<file path="config.mk">
export PLATFORM = sky130hd
export DESIGN_NAME = morse_char_decoder
export DESIGN_NICKNAME = d
export VERILOG_FILES = /design/src/rtl/morse_char_decoder.sv
export SDC_FILE = /design/constraint.sdc
export NUM_CORES = 1
export LEC_CHECK = 0
export BUFFER_PORTS_ARGS = -buffer_cell sky130_fd_sc_hd__buf_2
export CAP_MARGIN = 20
export CORE_ASPECT_RATIO = 0.5
export CORE_UTILIZATION = 64
export DETAILED_ROUTE_END_ITERATION = 12
export GPL_TIMING_DRIVEN = 0
export HOLD_SLACK_MARGIN = 0.08
export PLACE_DENSITY = 0.88
export SYNTH_ARGS = -nofsm -noshare
export SYNTH_HDL_FRONTEND = slang
export SYNTH_SLANG_ARGS = --single-unit
export TNS_END_PERCENT = 10
</file>
<file path="constraint.sdc">
create_clock -name clk -period 5.7 [get_ports clk]
set_input_delay 1.14 -clock clk [delete_from_list [all_inputs] [get_ports clk]]
set_output_delay 1.14 -clock clk [all_outputs]
set_load 0.02 [all_outputs]
</file>
<file path="src/rtl/morse_char_decoder.sv">
// Morse character decoder: re-samples the symbol stream from the divided-clock
// symbol FSM, accumulates dots/dashes and emits one ASCII byte per character
// on a valid/ready port toward the LCD write controller.
//
// state    | meaning
// ---------+---------------------------------------------------------------
// ST_IDLE  | no symbols collected, sym_count == 0; end-of-char is ignored
// ST_ACCUM | 1..MAX_SYMS symbols collected, end-of-char triggers a lookup
// ST_OVF   | too many symbols; further marks ignored, end emits UNKNOWN_CHAR
module morse_char_decoder #(
    parameter int unsigned MAX_SYMS     = 5,
    parameter logic [7:0]  UNKNOWN_CHAR = 8'h3F
) (
    input  logic       clk,
    input  logic       rst,
    input  logic [1:0] sym,
    output logic [7:0] char_data,
    output logic       char_valid,
    input  logic       char_ready,
    output logic       char_drop,
    output logic [2:0] sym_count
);

    localparam logic [2:0] MAX_CNT = 3'(MAX_SYMS);

    localparam logic [1:0] SYM_NONE = 2'b00;
    localparam logic [1:0] SYM_DOT  = 2'b01;
    localparam logic [1:0] SYM_DASH = 2'b10;
    localparam logic [1:0] SYM_END  = 2'b11;

    typedef enum logic [1:0] {
        ST_IDLE  = 2'd0,
        ST_ACCUM = 2'd1,
        ST_OVF   = 2'd2
    } state_t;

    state_t     state;
    state_t     state_nxt;
    logic [1:0] sym_q1;
    logic [1:0] sym_q2;
    logic [1:0] last_sym;
    logic [6:0] pattern;
    logic [6:0] pattern_nxt;
    logic [2:0] count_nxt;
    logic       lut_load;
    logic [7:0] lut_byte;
    logic [7:0] lut_q;
    logic       lut_vld;
    logic       sym_stable;
    logic       sym_evt;
    logic       evt_mark;
    logic       evt_end;

    // ITU Morse lookup; pattern holds the symbols MSB-first, dot=0, dash=1.
    // Upper pattern bits are always zero because the accumulator clears them.
    function automatic logic [7:0] morse_lookup(input logic [2:0] len,
                                                input logic [6:0] pat);
        logic [7:0] ch;
        case ({len, pat})
            {3'd1, 7'h00}: ch = 8'h45; // E
            {3'd1, 7'h01}: ch = 8'h54; // T
            {3'd2, 7'h00}: ch = 8'h49; // I
            {3'd2, 7'h01}: ch = 8'h41; // A
            {3'd2, 7'h02}: ch = 8'h4E; // N
            {3'd2, 7'h03}: ch = 8'h4D; // M
            {3'd3, 7'h00}: ch = 8'h53; // S
            {3'd3, 7'h01}: ch = 8'h55; // U
            {3'd3, 7'h02}: ch = 8'h52; // R
            {3'd3, 7'h03}: ch = 8'h57; // W
            {3'd3, 7'h04}: ch = 8'h44; // D
            {3'd3, 7'h05}: ch = 8'h4B; // K
            {3'd3, 7'h06}: ch = 8'h47; // G
            {3'd3, 7'h07}: ch = 8'h4F; // O
            {3'd4, 7'h00}: ch = 8'h48; // H
            {3'd4, 7'h01}: ch = 8'h56; // V
            {3'd4, 7'h02}: ch = 8'h46; // F
            {3'd4, 7'h04}: ch = 8'h4C; // L
            {3'd4, 7'h06}: ch = 8'h50; // P
            {3'd4, 7'h07}: ch = 8'h4A; // J
            {3'd4, 7'h08}: ch = 8'h42; // B
            {3'd4, 7'h09}: ch = 8'h58; // X
            {3'd4, 7'h0A}: ch = 8'h43; // C
            {3'd4, 7'h0B}: ch = 8'h59; // Y
            {3'd4, 7'h0C}: ch = 8'h5A; // Z
            {3'd4, 7'h0D}: ch = 8'h51; // Q
            {3'd5, 7'h1F}: ch = 8'h30; // 0
            {3'd5, 7'h0F}: ch = 8'h31; // 1
            {3'd5, 7'h07}: ch = 8'h32; // 2
            {3'd5, 7'h03}: ch = 8'h33; // 3
            {3'd5, 7'h01}: ch = 8'h34; // 4
            {3'd5, 7'h00}: ch = 8'h35; // 5
            {3'd5, 7'h10}: ch = 8'h36; // 6
            {3'd5, 7'h18}: ch = 8'h37; // 7
            {3'd5, 7'h1C}: ch = 8'h38; // 8
            {3'd5, 7'h1E}: ch = 8'h39; // 9
            default:       ch = UNKNOWN_CHAR;
        endcase
        return ch;
    endfunction

    // A symbol is taken once it has been seen on two consecutive samples and
    // differs from the last stable value; idle (00) only re-arms detection.
    assign sym_stable = (sym_q1 == sym_q2);
    assign sym_evt    = sym_stable && (sym_q2 != last_sym) && (sym_q2 != SYM_NONE);
    assign evt_mark   = sym_evt && ((sym_q2 == SYM_DOT) || (sym_q2 == SYM_DASH));
    assign evt_end    = sym_evt && (sym_q2 == SYM_END);

    // Re-sample the divided-clock symbol code and track the last stable value.
    always_ff @(posedge clk) begin
        if (!rst) begin
            sym_q1   <= SYM_NONE;
            sym_q2   <= SYM_NONE;
            last_sym <= SYM_NONE;
        end else begin
            sym_q1 <= sym;
            sym_q2 <= sym_q1;
            if (sym_stable) begin
                last_sym <= sym_q2;
            end
        end
    end

    // Accumulator state register.
    always_ff @(posedge clk) begin
        if (!rst) begin
            state <= ST_IDLE;
        end else begin
            state <= state_nxt;
        end
    end

    // Accumulator next-state logic.
    always_comb begin
        state_nxt = state;
        case (state)
            ST_IDLE, ST_ACCUM: begin
                if (evt_mark) begin
                    state_nxt = (sym_count == MAX_CNT) ? ST_OVF : ST_ACCUM;
                end else if (evt_end && (state == ST_ACCUM)) begin
                    state_nxt = ST_IDLE;
                end
            end
            ST_OVF: begin
                if (evt_end) begin
                    state_nxt = ST_IDLE;
                end
            end
            default: state_nxt = ST_IDLE;
        endcase
    end

    // Accumulator datapath controls and lookup request.
    always_comb begin
        pattern_nxt = pattern;
        count_nxt   = sym_count;
        lut_load    = 1'b0;
        lut_byte    = UNKNOWN_CHAR;
        case (state)
            ST_IDLE, ST_ACCUM: begin
                if (evt_mark && (sym_count != MAX_CNT)) begin
                    pattern_nxt = {pattern[5:0], sym_q2[1]};
                    count_nxt   = sym_count + 3'd1;
                end else if (evt_end && (state == ST_ACCUM)) begin
                    lut_load    = 1'b1;
                    lut_byte    = morse_lookup(sym_count, pattern);
                    pattern_nxt = 7'd0;
                    count_nxt   = 3'd0;
                end
            end
            ST_OVF: begin
                if (evt_end) begin
                    lut_load    = 1'b1;
                    lut_byte    = UNKNOWN_CHAR;
                    pattern_nxt = 7'd0;
                    count_nxt   = 3'd0;
                end
            end
            default: begin
                pattern_nxt = 7'd0;
                count_nxt   = 3'd0;
            end
        endcase
    end

    // Accumulator registers plus the one-deep lookup result stage.
    always_ff @(posedge clk) begin
        if (!rst) begin
            pattern   <= 7'd0;
            sym_count <= 3'd0;
            lut_q     <= 8'h00;
            lut_vld   <= 1'b0;
        end else begin
            pattern   <= pattern_nxt;
            sym_count <= count_nxt;
            lut_vld   <= lut_load;
            if (lut_load) begin
                lut_q <= lut_byte;
            end
        end
    end

    // Output register: load when empty or draining, otherwise drop and flag.
    always_ff @(posedge clk) begin
        if (!rst) begin
            char_data  <= 8'h00;
            char_valid <= 1'b0;
            char_drop  <= 1'b0;
        end else begin
            char_drop <= 1'b0;
            if (lut_vld) begin
                if (!char_valid || char_ready) begin
                    char_data  <= lut_q;
                    char_valid <= 1'b1;
                end else begin
                    char_drop <= 1'b1;
                end
            end else if (char_valid && char_ready) begin
                char_valid <= 1'b0;
            end
        end
    end

endmodule

</file>
==> impl_metrics.ini <==
[floorplanning]
placementRows = 14
die_area_sq_um = 3800
fp.dieH_um = 44.1
initial_core_util = 0.712
io_pins = 18
fp.coreArea_sq_um = 3190
die_w_um = 86.2

[finish]
area_growth_pct = 9.92
fin_cells = 344
nNetsFinal = 304
drive_gt1_frac = 0.196
antennaDiodeCount = 0
postLayoutCellArea_sq_um = 2500

[synth]
synth_nets = 281
synth_cells = 272
avgSynthCellArea_sq_um = 8.35
yosysWarningCount = 0
synthesis.area_sq_um = 2270
yosys-top-cells-area = dfxtp_1, mux2i_1, nor2b_1, o21ai_0, nor2_1
ys_types = 62
synth-edff-count = 0
synth-seq-area-share = 0.309
synth_common_cells = dfxtp_1, nor2_1, o21ai_0, mux2i_1
synth_top_area_frac = 0.309
synth_area_leader_cell = dfxtp_1
yosys_register_bits = 35
synth_most_common_cell = dfxtp_1
ys_async_sr_fraction = 0
synth_flop_cell = dfxtp_1

[timing]
worstMarginPinSlew_ns = 0.945
finalHoldViolations = 0
fin_skew_ns = 0.00706
rsz0062_at_grt = false
max_freq_mhz = 431
relSlewSlack = 0.361
slew_viol_final = 0
fin_crit_sh = 0.407
finalSetupViolations = 0
final.setup.tns_ns = 0
hold_ws_ns = 0.477
min_period_ns = 2.32
finalWorstSetupSlack_ns = 3.38

[critical_path]
crit_path_top_delay_cell = dfxtp_1
cp_cell_sequence = buf_2 > inv_1 > ha_1 > a21bo_2 > nor2_1 > a21oi_1 > o22ai_2 > buf_6 > mux2i_1 > nor2_1
crit_path_max_incr_delay_ns = 0.42
worst-path-max-fanout = 10
required_ns = 5.86
worstSetupPathType = reg2reg
critPathMostFrequentCell = nor2_1
crit_path_start_kind = flip-flop
critical-path-top-delay-family = compound AO/OA/AOI/OAI gates
critPathBufInv = 3
worst_setup_path_end_kind = flip-flop
crit_arrival_ns = 2.48

[clocking]
insertion_delay_ns = 0.29
cts_buffers = 5
cts_resized = 0
path_clk_slew_ns = 0.08
clockBufferDepth = 2
cts_hold_buffers = 0
post_cts_buffers = 0
cts_tree = yes
root_buffer = clkbuf_8
cts_sinks = 35
htreeDepth = 2

[placement]
place.detailed.hpwl_mm = 4.54
placed_cell_area_sq_um = 2410
placed_cells = 336
gp_congestion = 0.992
io_buffers = 16
dp_slack_ns = 3.28

[hold_path]
hp-class = reg2reg

[global_route]
track_usage = 0.332
grt_max_degree = 12
gr-total-overflow = 0
grt_pass1_vias = 2017
grt_pass1_wl_mm = 9.55
grt_antenna_before_repair = 0

[status]
status = complete, no violations

[routing]
finalWirelength_mm = 6.11
drtAntennaViolNets = 0
num_vias = 2212
vias_per_cell = 6.43
wire_per_inst_um = 17.8
drt_iter0_markers = 182
drc_errors = 0
drt-pass1-iter-count = 5

[pwr]
peakVddDrop_v = 0.000135
powerDensity_nw_per_um2 = 182
p_leak_uw = 0.000985

[run]
drv_cap = 0
==> power breakdown <==
part | switching, uW | leakage [uW] | internal [uW]
combinational | 13.8 | 0.000661 | 9.06
sequential | 2.80 | 0.000283 | 246
clock | 96.2 | 0.0000412 | 85.5
==> metal layers <==
metal / up-vias / global-route usage / share of wire
met5: - / 0 / 0
met4: 0 / 0.123 / 0.019
met3: 16 / 0.0709 / 0.11
met2: 133 / 0.541 / 0.44
met1: 1024 / 0.442 / 0.44
li1: 1039 / - / -
==> layout by cell type (no fill, tap or decap), drive strengths merged, types with 4 or more instances in the layout <==
master	Yosys	final
a21oi	9	9
a31oi	7	7
and2	6	6
buf	16	32
clkbuf	6	12
dfxtp	35	35
ha	4	4
inv	10	10
mux2i	15	15
nand2	10	10
nand2b	11	11
nand3	11	11
nand4	7	7
nor2	25	25
nor2b	14	14
nor3	8	8
o21ai	17	17
xnor2	4	4
==> sequential cells by signal, summed over array words and instances, names as in the netlist <==
name / flops
char_data: 7
char_drop: 1
char_valid: 1
last_sym: 2
lut_q: 7
lut_vld: 1
pattern: 7
state: 2
sym_count: 3
sym_q1: 2
sym_q2: 2
==> area by class of cell <==
type | instances | area [sq um]
Fill cell | 226 | 692
Buffer | 22 | 111
Clock buffer | 6 | 72.6
Timing Repair Buffer | 16 | 80.1
Sequential cell | 35 | 701
Clock inverter | 2 | 12.5
Tap cell | 48 | 60.1
Inverter | 10 | 37.5
Multi-Input combinational cell | 205 | 1420
==> final timing paths <==
| check | from | to | slack [ns] | depth (start not counted) |
|---|---|---|---|---|
| setup reg to reg | sym_count[1] | pattern[0] | 3.38 | 10 |
| hold / removal | lut_q[6] | lut_q[6] | 0.48 | 2 |
| hold reg to reg | lut_q[6] | lut_q[6] | 0.48 | 2 |
| setup / recovery | sym_count[1] | pattern[0] | 3.38 | 10 |
==> cell families after synthesis <==
logic type	Yosys count	synth area share
other cells	1	0.00165
compound gates	69	0.235
mux	15	0.0661
flops	35	0.309
xor+xnor	7	0.0270
buf+inv	32	0.0656
simple gates	109	0.274
fa+ha+maj	4	0.0220
==> tightest hold or removal path, cell delays in order, from the launching register on <==
cell	delay, ns
dfxtp_1	0.31
nand2b_1	0.06
a21boi_1	0.06
==> metrics by stage <==
stage,power [uW],util
after floorplan,270,-
after global placement,275,0.756
after detailed placement,277,0.756
after CTS,451,0.783
after global routing,467,0.783
final,453,0.783
Power figures use the tool's default switching activity.
